**src/rtl/jtframe_sdram64_sched.sv**
```systemverilog
// SDRAM command-bus scheduler for four bank engines, with auto-refresh insertion.
// Define JTFRAME_SDRAM64_RR_EN for round-robin grants; otherwise bank0 has fixed highest priority.
module jtframe_sdram64_sched #(
   parameter int REFCNT  = 780,
   parameter int TRP     = 2,
   parameter int TRFC    = 7,
   parameter int MAXDEBT = 7
)(
   input  logic        clk,
   input  logic        rst_n,
   input  logic [3:0]  br,
   input  logic [15:0] bank_cmd,
   input  logic [47:0] bank_a,
   input  logic [3:0]  dbusy,
   input  logic [3:0]  dbusy64,
   input  logic [3:0]  dqm_busy,
   input  logic [3:0]  post_act,
   input  logic [3:0]  idle,
   input  logic        ref_en,
   output logic [3:0]  bg,
   output logic [3:0]  set_prech,
   output logic        all_dbusy,
   output logic        all_dbusy64,
   output logic        all_dqm,
   output logic        all_act,
   output logic        ref_busy,
   output logic [3:0]  sdram_cmd,
   output logic [1:0]  sdram_ba,
   output logic [11:0] sdram_a
);

   localparam logic [3:0] CMD_NOP = 4'b0111;
   localparam logic [3:0] CMD_ACT = 4'b0011;
   localparam logic [3:0] CMD_PRE = 4'b0010;
   localparam logic [3:0] CMD_REF = 4'b0001;
   localparam int         TW      = $clog2(REFCNT + 1);

   typedef enum logic [2:0] {
      ST_IDLE, ST_REQ, ST_PRE, ST_TRPW, ST_REF, ST_TRFCW
   } ref_state_t;

   ref_state_t    st, st_nxt;
   logic [7:0]    wait_cnt, wait_nxt;
   logic [TW-1:0] ref_timer;
   logic [2:0]    ref_debt;
   logic          ref_wrap, debt_dec;
   logic          act_q;
   logic          gnt_any, gnt_issue;
   logic [1:0]    gnt_idx;
   logic [3:0]    gnt_cmd;
   logic [11:0]   gnt_a;
   logic [3:0]    pin_cmd_nxt;
   logic [1:0]    pin_ba_nxt;
   logic [11:0]   pin_a_nxt;
`ifdef JTFRAME_SDRAM64_RR_EN
   logic [1:0]    last_bank, rr_cand;
`endif

   assign all_dbusy   = |dbusy;
   assign all_dbusy64 = |dbusy64;
   assign all_dqm     = |dqm_busy;
   assign all_act     = (|post_act) | act_q;
   assign ref_busy    = (st == ST_PRE) || (st == ST_TRPW) || (st == ST_REF) || (st == ST_TRFCW);

   // Grant selection; the refresh FSM masks all grants from REQ onwards
   always_comb begin
      gnt_any = 1'b0;
      gnt_idx = 2'd0;
`ifdef JTFRAME_SDRAM64_RR_EN
      rr_cand = 2'd0;
      for (int k = 1; k <= 4; k++) begin
         rr_cand = last_bank + 2'(k);
         if (!gnt_any && br[rr_cand]) begin
            gnt_any = 1'b1;
            gnt_idx = rr_cand;
         end
      end
`else
      for (int k = 3; k >= 0; k--) begin
         if (br[k]) begin
            gnt_any = 1'b1;
            gnt_idx = 2'(k);
         end
      end
`endif
      if (ref_busy || st == ST_REQ) gnt_any = 1'b0;
   end

   assign bg = gnt_any ? (4'b0001 << gnt_idx) : 4'b0000;

   always_comb begin
      case (gnt_idx)
         2'd0:    begin gnt_cmd = bank_cmd[3:0];   gnt_a = bank_a[11:0];  end
         2'd1:    begin gnt_cmd = bank_cmd[7:4];   gnt_a = bank_a[23:12]; end
         2'd2:    begin gnt_cmd = bank_cmd[11:8];  gnt_a = bank_a[35:24]; end
         default: begin gnt_cmd = bank_cmd[15:12]; gnt_a = bank_a[47:36]; end
      endcase
   end

   assign gnt_issue = gnt_any && (gnt_cmd != CMD_NOP);

   always_comb begin
      pin_cmd_nxt = CMD_NOP;
      pin_ba_nxt  = sdram_ba;
      pin_a_nxt   = sdram_a;
      if (st == ST_PRE) begin
         pin_cmd_nxt = CMD_PRE;
         pin_a_nxt   = 12'h400;
      end else if (st == ST_REF) begin
         pin_cmd_nxt = CMD_REF;
      end else if (gnt_issue) begin
         pin_cmd_nxt = gnt_cmd;
         pin_ba_nxt  = gnt_idx;
         pin_a_nxt   = gnt_a;
      end
   end

   always_ff @(posedge clk or negedge rst_n) begin
      if (!rst_n) begin
         sdram_cmd <= CMD_NOP;
         sdram_ba  <= 2'd0;
         sdram_a   <= 12'd0;
         set_prech <= 4'h0;
         act_q     <= 1'b0;
`ifdef JTFRAME_SDRAM64_RR_EN
         last_bank <= 2'd3;
`endif
      end else begin
         sdram_cmd <= pin_cmd_nxt;
         sdram_ba  <= pin_ba_nxt;
         sdram_a   <= pin_a_nxt;
         set_prech <= {4{st == ST_PRE}};
         act_q     <= (pin_cmd_nxt == CMD_ACT);
`ifdef JTFRAME_SDRAM64_RR_EN
         if (gnt_issue) last_bank <= gnt_idx;
`endif
      end
   end

   // A wrap coinciding with the REFRESH cycle leaves the debt unchanged
   assign ref_wrap = ref_en && (ref_timer == TW'(REFCNT - 1));
   assign debt_dec = (st == ST_REF);

   always_ff @(posedge clk or negedge rst_n) begin
      if (!rst_n) begin
         ref_timer <= '0;
         ref_debt  <= 3'd0;
      end else begin
         if (ref_en) ref_timer <= ref_wrap ? '0 : ref_timer + TW'(1);
         if (!ref_en) begin
            ref_debt <= 3'd0;
         end else if (ref_wrap && !debt_dec) begin
            if (ref_debt != 3'(MAXDEBT)) ref_debt <= ref_debt + 3'd1;
         end else if (!ref_wrap && debt_dec && ref_debt != 3'd0) begin
            ref_debt <= ref_debt - 3'd1;
         end
      end
   end

   always_ff @(posedge clk or negedge rst_n) begin
      if (!rst_n) begin
         st       <= ST_IDLE;
         wait_cnt <= 8'd0;
      end else begin
         st       <= st_nxt;
         wait_cnt <= wait_nxt;
      end
   end

   always_comb begin
      st_nxt   = st;
      wait_nxt = wait_cnt;
      case (st)
         ST_IDLE: if (ref_debt != 3'd0) st_nxt = ST_REQ;
         ST_REQ: begin
            if (ref_debt == 3'd0) st_nxt = ST_IDLE;
            else if (idle == 4'hF && !all_dbusy64) st_nxt = ST_PRE;
         end
         ST_PRE: begin
            st_nxt   = ST_TRPW;
            wait_nxt = 8'(TRP - 1);
         end
         ST_TRPW: begin
            if (wait_cnt == 8'd0) st_nxt = ST_REF;
            else wait_nxt = wait_cnt - 8'd1;
         end
         ST_REF: begin
            st_nxt   = ST_TRFCW;
            wait_nxt = 8'(TRFC - 1);
         end
         ST_TRFCW: begin
            if (wait_cnt == 8'd0) st_nxt = (ref_debt != 3'd0) ? ST_PRE : ST_IDLE;
            else wait_nxt = wait_cnt - 8'd1;
         end
         default: st_nxt = ST_IDLE;
      endcase
   end

endmodule

```
**config.mk**
```make
export PLATFORM = sky130hd
export DESIGN_NAME = jtframe_sdram64_sched
export DESIGN_NICKNAME = d
export VERILOG_FILES = /design/src/rtl/jtframe_sdram64_sched.sv
export SDC_FILE = /design/constraint.sdc
export NUM_CORES = 1
export LEC_CHECK = 0
export CORE_UTILIZATION = 45
export CTS_BUF_LIST = sky130_fd_sc_hd__clkbuf_4
export DETAILED_ROUTE_END_ITERATION = 6
export PLACE_DENSITY = 0.84
export SLEW_MARGIN = 20
export SYNTH_ARGS = -nofsm -noshare
export SYNTH_HDL_FRONTEND = slang
export SYNTH_SLANG_ARGS = --single-unit
```
**constraint.sdc**
```tcl
create_clock -name clk -period 2.6 [get_ports clk]
set_clock_uncertainty 0.05 [all_clocks]
set_input_delay 0.52 -clock clk [delete_from_list [all_inputs] [get_ports clk]]
set_output_delay 0.52 -clock clk [all_outputs]
set_load 0.02 [all_outputs]
```
==> flow_summary.yaml, run 1 <==
critical_path:
  critPathMaxFanout: 1
  cp-end-kind: "primary output"
  slowest_stage: "clkdlybuf4s50_1"
  crit_chain: "clkdlybuf4s50_1 > or4_1 > clkdlybuf4s50_1"
  critPathArrivalTime_ps: 1990
  crit_top_cell: "clkdlybuf4s50_1"
  crit_type: "in2out"
  startpoint_type: "input pin"
  cp_slowest_stage_delay_ps: 560
  required_ps: 2030
final_layout:
  n_antenna_cell: 0
  drive_above_1_share_pct: 10.1
  area_growth_pct: 48.5
  stdcell_count: 550
  multi_input_area_um2: 1650
  fill_cells: 496
  nets: 567
  regArea_um2: 1100
floorplan:
  die_h_um: 82.9
  die_area_um2: 6880
  die_w_um: 82.9
  rows: 29
  num_io_pins: 122
  coreArea_um2: 6350
  start_util_pct: 46.4
yosys:
  synthXorXnorAreaFrac_pct: 2.38
  synth.area.mux_share_pct: 5.14
  synth_top_family_by_area: "simple AND/OR/NAND/NOR gates"
  synth_cell_types: 58
  syn_area_um2: 2950
  yosys_warnings: 0
  async_flop_share_pct: 100
  ys_seq_area_share_pct: 37.5
  synth_compound_area_share_pct: 23.1
  syn_nets: 440
  synth_edf_count: 0
  synth_seq_cells: 44
  netlist_instances: 345
  syn_avg_cell_area_um2: 8.54
  synth-simple-area-share_pct: 23.5
  synth-main-ff-cell: "dfrtp_1"
  synth-adder-area-share_pct: 1.95
routing:
  vias: 3063
  wl_mm: 8.19
  first_pass_iters: 4
  dr_wl_met2_mm: 4.19
  drt-met1-wl_mm: 3.43
  ant_nets: 0
  wl_per_cell_um: 14.9
  met3_length_um: 492
  top_layer: "met4"
  viasPerCell: 5.57
  drt_iter0_markers: 112
  drt_drc_violations_left: 0
sta:
  max_slew.worst_pin.slew_ps: 628
  fin_crit_sh_pct: 98.4
  slew_viol_final: 0
  max_freq_ghz: 0.391
  period_needed_ps: 2560
  relSlewSlack_pct: 57.8
  rsz0062_at_grt: "no"
  hold_viol: 0
  setup_viol: 0
power:
  fin_total_pwr_mw: 1.75
  p_leak_nw: 1.97
  vdd_drop_max_mv: 0.213
  powerDensity_nw_per_um2: 401
placed_design:
  dp_hpwl_mm: 6.64
  io_buffer_count: 121
  globalplace.congestion: 0.869
  dp.cells: 542
cts:
  cts_tree: "yes"
  root_buffer: "clkbuf_4"
  h-tree-depth: 2
  clock_latency_ps: 350
  cts_sinks: 44
  cts_setup_buffers: 0
  numCtsBuffers: 5
  clk_pin_slew_ps: 130
  clockBufferDepth: 2
global_route:
  grt_pass1_vias: 2985
  grt_max_degree: 45
  gr-total-overflow: 0
  antenna_found_initial: 0
  grt_usage_pct: 23.5
  grt_pass1_wl_mm: 13.3
run_status:
  status: "completed"
worst_hold_path:
  hp-class: "in2async"
run:
  maxCapViolations: 0
[synthesized netlist by cell type (5+ instances only)]
cell type  number  area (um^2)
a21oi_1        11         55.1
a221oi_1        5         43.8
and3_1          7         43.8
clkbuf_1       20         75.1
dfrtp_1        41         1030
inv_1          17         63.8
mux2i_1        14          140
nand2_1        52          195
nand3_1        16         80.1
nand4_1         8         50.1
nor2_1         22         82.6
nor2b_1         5         31.3
nor3_1         10         50.1
o211ai_1       12         90.1
o21ai_0        10         50.1
o21ai_1         5         25.0
o2bb2ai_1      14          123
xor2_1          5         43.8
[cell families (layout without fill, tap and decap cells)]
group	Yosys count	count (layout)
multiplexers	15	15
adder cells (fa/ha/maj)	4	4
XOR/XNOR	8	8
flip-flops	44	44
AND/OR/NAND/NOR	142	142
buffers and inverters	44	172
AO/OA/AOI/OAI	88	88
[layer usage]
| layer | up-vias | global-route usage [%] |
|---|---|---|
| met1 | 1429 | 28.4 |
| met5 | - | 0 |
| met4 | 0 | 5.64 |
| li1 | 1514 | - |
| met3 | 6 | 4.77 |
| met2 | 114 | 42.8 |
[worst max-delay path: cells and delay by family]
kind / cells / cell delay [ps]
buf+inv: 2 / 950
simple gates: 1 / 530
[layout by cell type (no fill, tap or decap), types with 5 or more instances in the layout]
cell type,netlist,final
a21oi_1,11,11
a221oi_1,5,5
and3_1,7,7
buf_4,4,26
clkbuf_4,0,6
clkdlybuf4s50_1,0,114
dfrtp_1,41,41
inv_1,17,17
mux2i_1,14,14
nand2_1,52,52
nand3_1,16,16
nand4_1,8,8
nor2_1,22,22
nor2b_1,5,5
nor3_1,10,10
o211ai_1,12,12
o21ai_0,10,10
o21ai_1,5,5
o2bb2ai_1,14,14
xor2_1,5,5
[flip-flops by register name, summed over array words and instances, names as in the netlist]
| signal | count |
|---|---|
| sdram_a | 12 |
| ref_timer | 10 |
| wait_cnt | 8 |
| sdram_cmd | 4 |
| ref_debt | 3 |
| st | 3 |
| sdram_ba | 2 |
| act_q | 1 |
| set_prech | 1 |
[where the power goes]
| part | internal, mW | total, mW | switching (mW) |
|---|---|---|---|
| clock network | 0.115 | 0.338 | 0.223 |
| logic | 0.323 | 0.565 | 0.243 |
| registers | 0.771 | 0.851 | 0.0806 |
| total | 1.21 | 1.75 | 0.546 |
[through the flow]
step	worst slack [ps]	TNS (ps)	utilization, %	hold WS (ps)	instance area [um^2]
after floorplan	242	0	-	174	2950
after global placement	-151	-1710	68.0	409	4320
after detailed placement	-232	-3180	68.0	419	4320
after CTS	34.4	0	68.8	187	4370
after global routing	15.1	0	68.9	196	4380
final	41.5	0	68.9	179	4380
[final cells by class]
| cell class | instances | area share [%] |
|---|---|---|
| Multi-Input combinational cell | 257 | 37.7 |
| Timing Repair Buffer | 147 | 32.0 |
| Sequential cell | 44 | 25.3 |
| Tap cell | 77 | 2.20 |
| Inverter | 17 | 1.46 |
| Clock buffer | 6 | 1.03 |
| Clock inverter | 2 | 0.286 |
[timing repair]
item / in CTS / in global routing
pin swaps: 0 / 0
setup endpoints to repair: 4 / 2
gates resized for setup: 4 / 2
hold buffers: 0 / 0
[final timing paths]
kind	start	endpoint	slack, ps	depth (start not counted)
max in group asynchronous	rst_n	sdram_cmd[0]$_DFF_PN1_	1940	2
setup reg to reg	wait_cnt[2]$_DFFE_PN0P_	wait_cnt[3]$_DFFE_PN0P_	390	5
min in group clk	wait_cnt[5]$_DFFE_PN0P_	wait_cnt[5]$_DFFE_PN0P_	450	1
setup / recovery	dbusy[1]	all_dbusy	40	3
hold / removal	rst_n	ref_debt[1]$_DFFE_PN0P_	180	2
hold reg to reg	wait_cnt[5]$_DFFE_PN0P_	wait_cnt[5]$_DFFE_PN0P_	450	1
Note: power is estimated with default switching activity, not from simulation.
==> inputs of run 2 (changes only) <==
CTS_CLUSTER_DIAMETER = 80   (was unset)
SETUP_SLACK_MARGIN = 0.3   (was unset)
TNS_END_PERCENT = 100   (was unset)
==> run 2 against run 1 <==
Effect of this change: cell area is 4.1% higher; combinational power is 9.6% higher; global-route usage is 0.50 points higher; non-clock buffer count is 9 higher; via count is 2.2% higher; sequential power is 0.7% lower; critical path depth stayed put; setup slack better by 330 ps; first-iteration DRC count is 79% higher; critical path type unchanged; critical endpoint is now all_dbusy64; largest cell class unchanged.
==> flow_summary.yaml, run 2 (synthesized netlist as in run 1, its figures left out) <==
run_status:
  status: "completed"
critical_path:
  cp-end-kind: "primary output"
  required_ps: 2030
  r2r_start: "st[1]$_DFFE_PN0P_"
  worst_r2r_endpoint: "ref_debt[2]$_DFFE_PN0P_"
  ff2ff_setup_slack_ps: 420
  crit_type: "in2out"
  critPathMaxFanout: 2
  worst_r2r_path_depth: 6
  critPathArrivalTime_ps: 1660
  startpoint_type: "input pin"
worst_hold_path:
  hp-start: "wait_cnt[5]$_DFFE_PN0P_"
  hp-class: "reg2reg"
  whs_path_depth: 1
  holdPathEnd: "wait_cnt[5]$_DFFE_PN0P_"
cts:
  h-tree-depth: 2
  clk_pin_slew_ps: 140
  numCtsBuffers: 5
  clockBufferDepth: 2
  clock_latency_ps: 360
  root_buffer: "clkbuf_4"
  cts_sinks: 44
  cts_tree: "yes"
global_route:
  gr-total-overflow: 0
  grt.met3_usage_pct: 5.17
  grt_usage_pct: 24.0
  use_met1_pct: 29.1
  grt_busiest_layer: "met2"
  grt_max_degree: 30
  grt_pass1_wl_mm: 13.6
  grt_use_met2_pct: 43.1
  antenna_found_initial: 0
  grt_pass1_vias: 3043
placed_design:
  globalplace.congestion: 0.860
  dp.cells: 543
  dp_hpwl_mm: 6.55
  io_buffer_count: 121
  dpl_worst_slack_ps: -198
final_layout:
  reg.largest.list: "sdram_a: 12 flops, ref_timer: 10 flops, wait_cnt: 8 flops"
  largest_reg_flops: 12
  area_growth_pct: 54.5
  nets: 576
  stdcell_count: 559
  drive_above_1_share_pct: 15.1
  top_register: "sdram_a"
  mostFrequentLayoutCell: "clkdlybuf4s50_1"
  n_antenna_cell: 0
  mostFrequentLayoutCells: "clkdlybuf4s50_1, nand2_1, dfrtp_1"
floorplan:
  coreArea_um2: 6350
  start_util_pct: 46.4
  die_w_um: 82.9
  die_h_um: 82.9
  num_io_pins: 122
  rows: 29
  die_area_um2: 6880
routing:
  wl_per_cell_um: 15.2
  viasPerCell: 5.60
  first_pass_iters: 4
  drt_drc_violations_left: 0
  ant_nets: 0
  drt_iter0_markers: 201
  wl_mm: 8.50
  vias: 3131
sta:
  max_freq_ghz: 0.449
  period_needed_ps: 2230
  setup_tns_ps: 0
  max_slew.worst_pin.slew_ps: 512
  rsz0062_at_grt: "no"
  slew_viol_final: 0
  fin_crit_sh_pct: 85.7
  hold_viol: 0
  relSlewSlack_pct: 65.6
  setup_viol: 0
  whs_ps: 443
  fin_ws_ps: 371
run:
  maxCapViolations: 0
power:
  p_leak_nw: 2.05
  vdd_drop_max_mv: 0.254
  powerDensity_nw_per_um2: 419
==> run 2: cell count changes in the layout (fill, tap and decap cells not counted), moves of 3 or more <==
cell	delta
buf_4	+4
dlymetal6s2s_1	+3
dlygate4sd2_1	-3
clkdlybuf4s50_1	-7
clkbuf_2	+4
==> run 2: timing repair <==
item	CTS	global route
gates cloned	0	1
resized for setup	20	25
hold buffers	1	0
buffers inserted	1	5
endpoints found under the hold margin	15	0
endpoints found under the setup margin	22	26
pin swaps	1	5
==> run 2: routing by layer <==
layer	part of all wire, %	vias to the layer above
met5	0	-
met4	1.4	0
met3	6.9	16
met2	51	145
met1	41	1446
li1	-	1524
==> run 2: layout make-up <==
type                            instances  area [um^2]
Clock buffer                            5         37.5
Clock inverter                          3         47.5
Fill cell                             471         1800
Inverter                               17         63.8
Multi-Input combinational cell        257         1700
Sequential cell                        44         1110
Tap cell                               77         96.3
Timing Repair Buffer                  156         1500
==> run 2: worst max-delay path, stage by stage <==
cell,delay [ps]
clkdlybuf4s50_1,410
or4_1,550
buf_2,180
==> run 2: metrics by stage <==
stage          instance area (um^2)  total power, mW  utilization [%]
3_5_place_dp                   4330             1.44             68.2
5_1_grt                        4550             2.01             71.7
4_1_cts                        4450             1.89             70.0
2_1_floorplan                  2960             1.12                -
3_3_place_gp                   4330             1.42             68.2
6_report                       4550             1.91             71.7
==> run 2: power breakdown <==
part	internal (mW)	switching (mW)
clock network	0.206	0.236
registers	0.770	0.0750
logic	0.357	0.262
total	1.33	0.573
==> run 2: how the worst max path moves through the flow <==
stage                           start  cells past startpoint                       to
floorplan                      ref_en                      8  ref_debt[2]$_DFFE_PN0P_
global placement                br[2]                      4                    bg[3]
detailed placement              br[2]                      7  sdram_a[10]$_DFFE_PN0P_
CTS                             br[2]                      4                    bg[3]
global route        st[1]$_DFFE_PN0P_                      4                    bg[0]
finish                     dbusy64[1]                      3              all_dbusy64
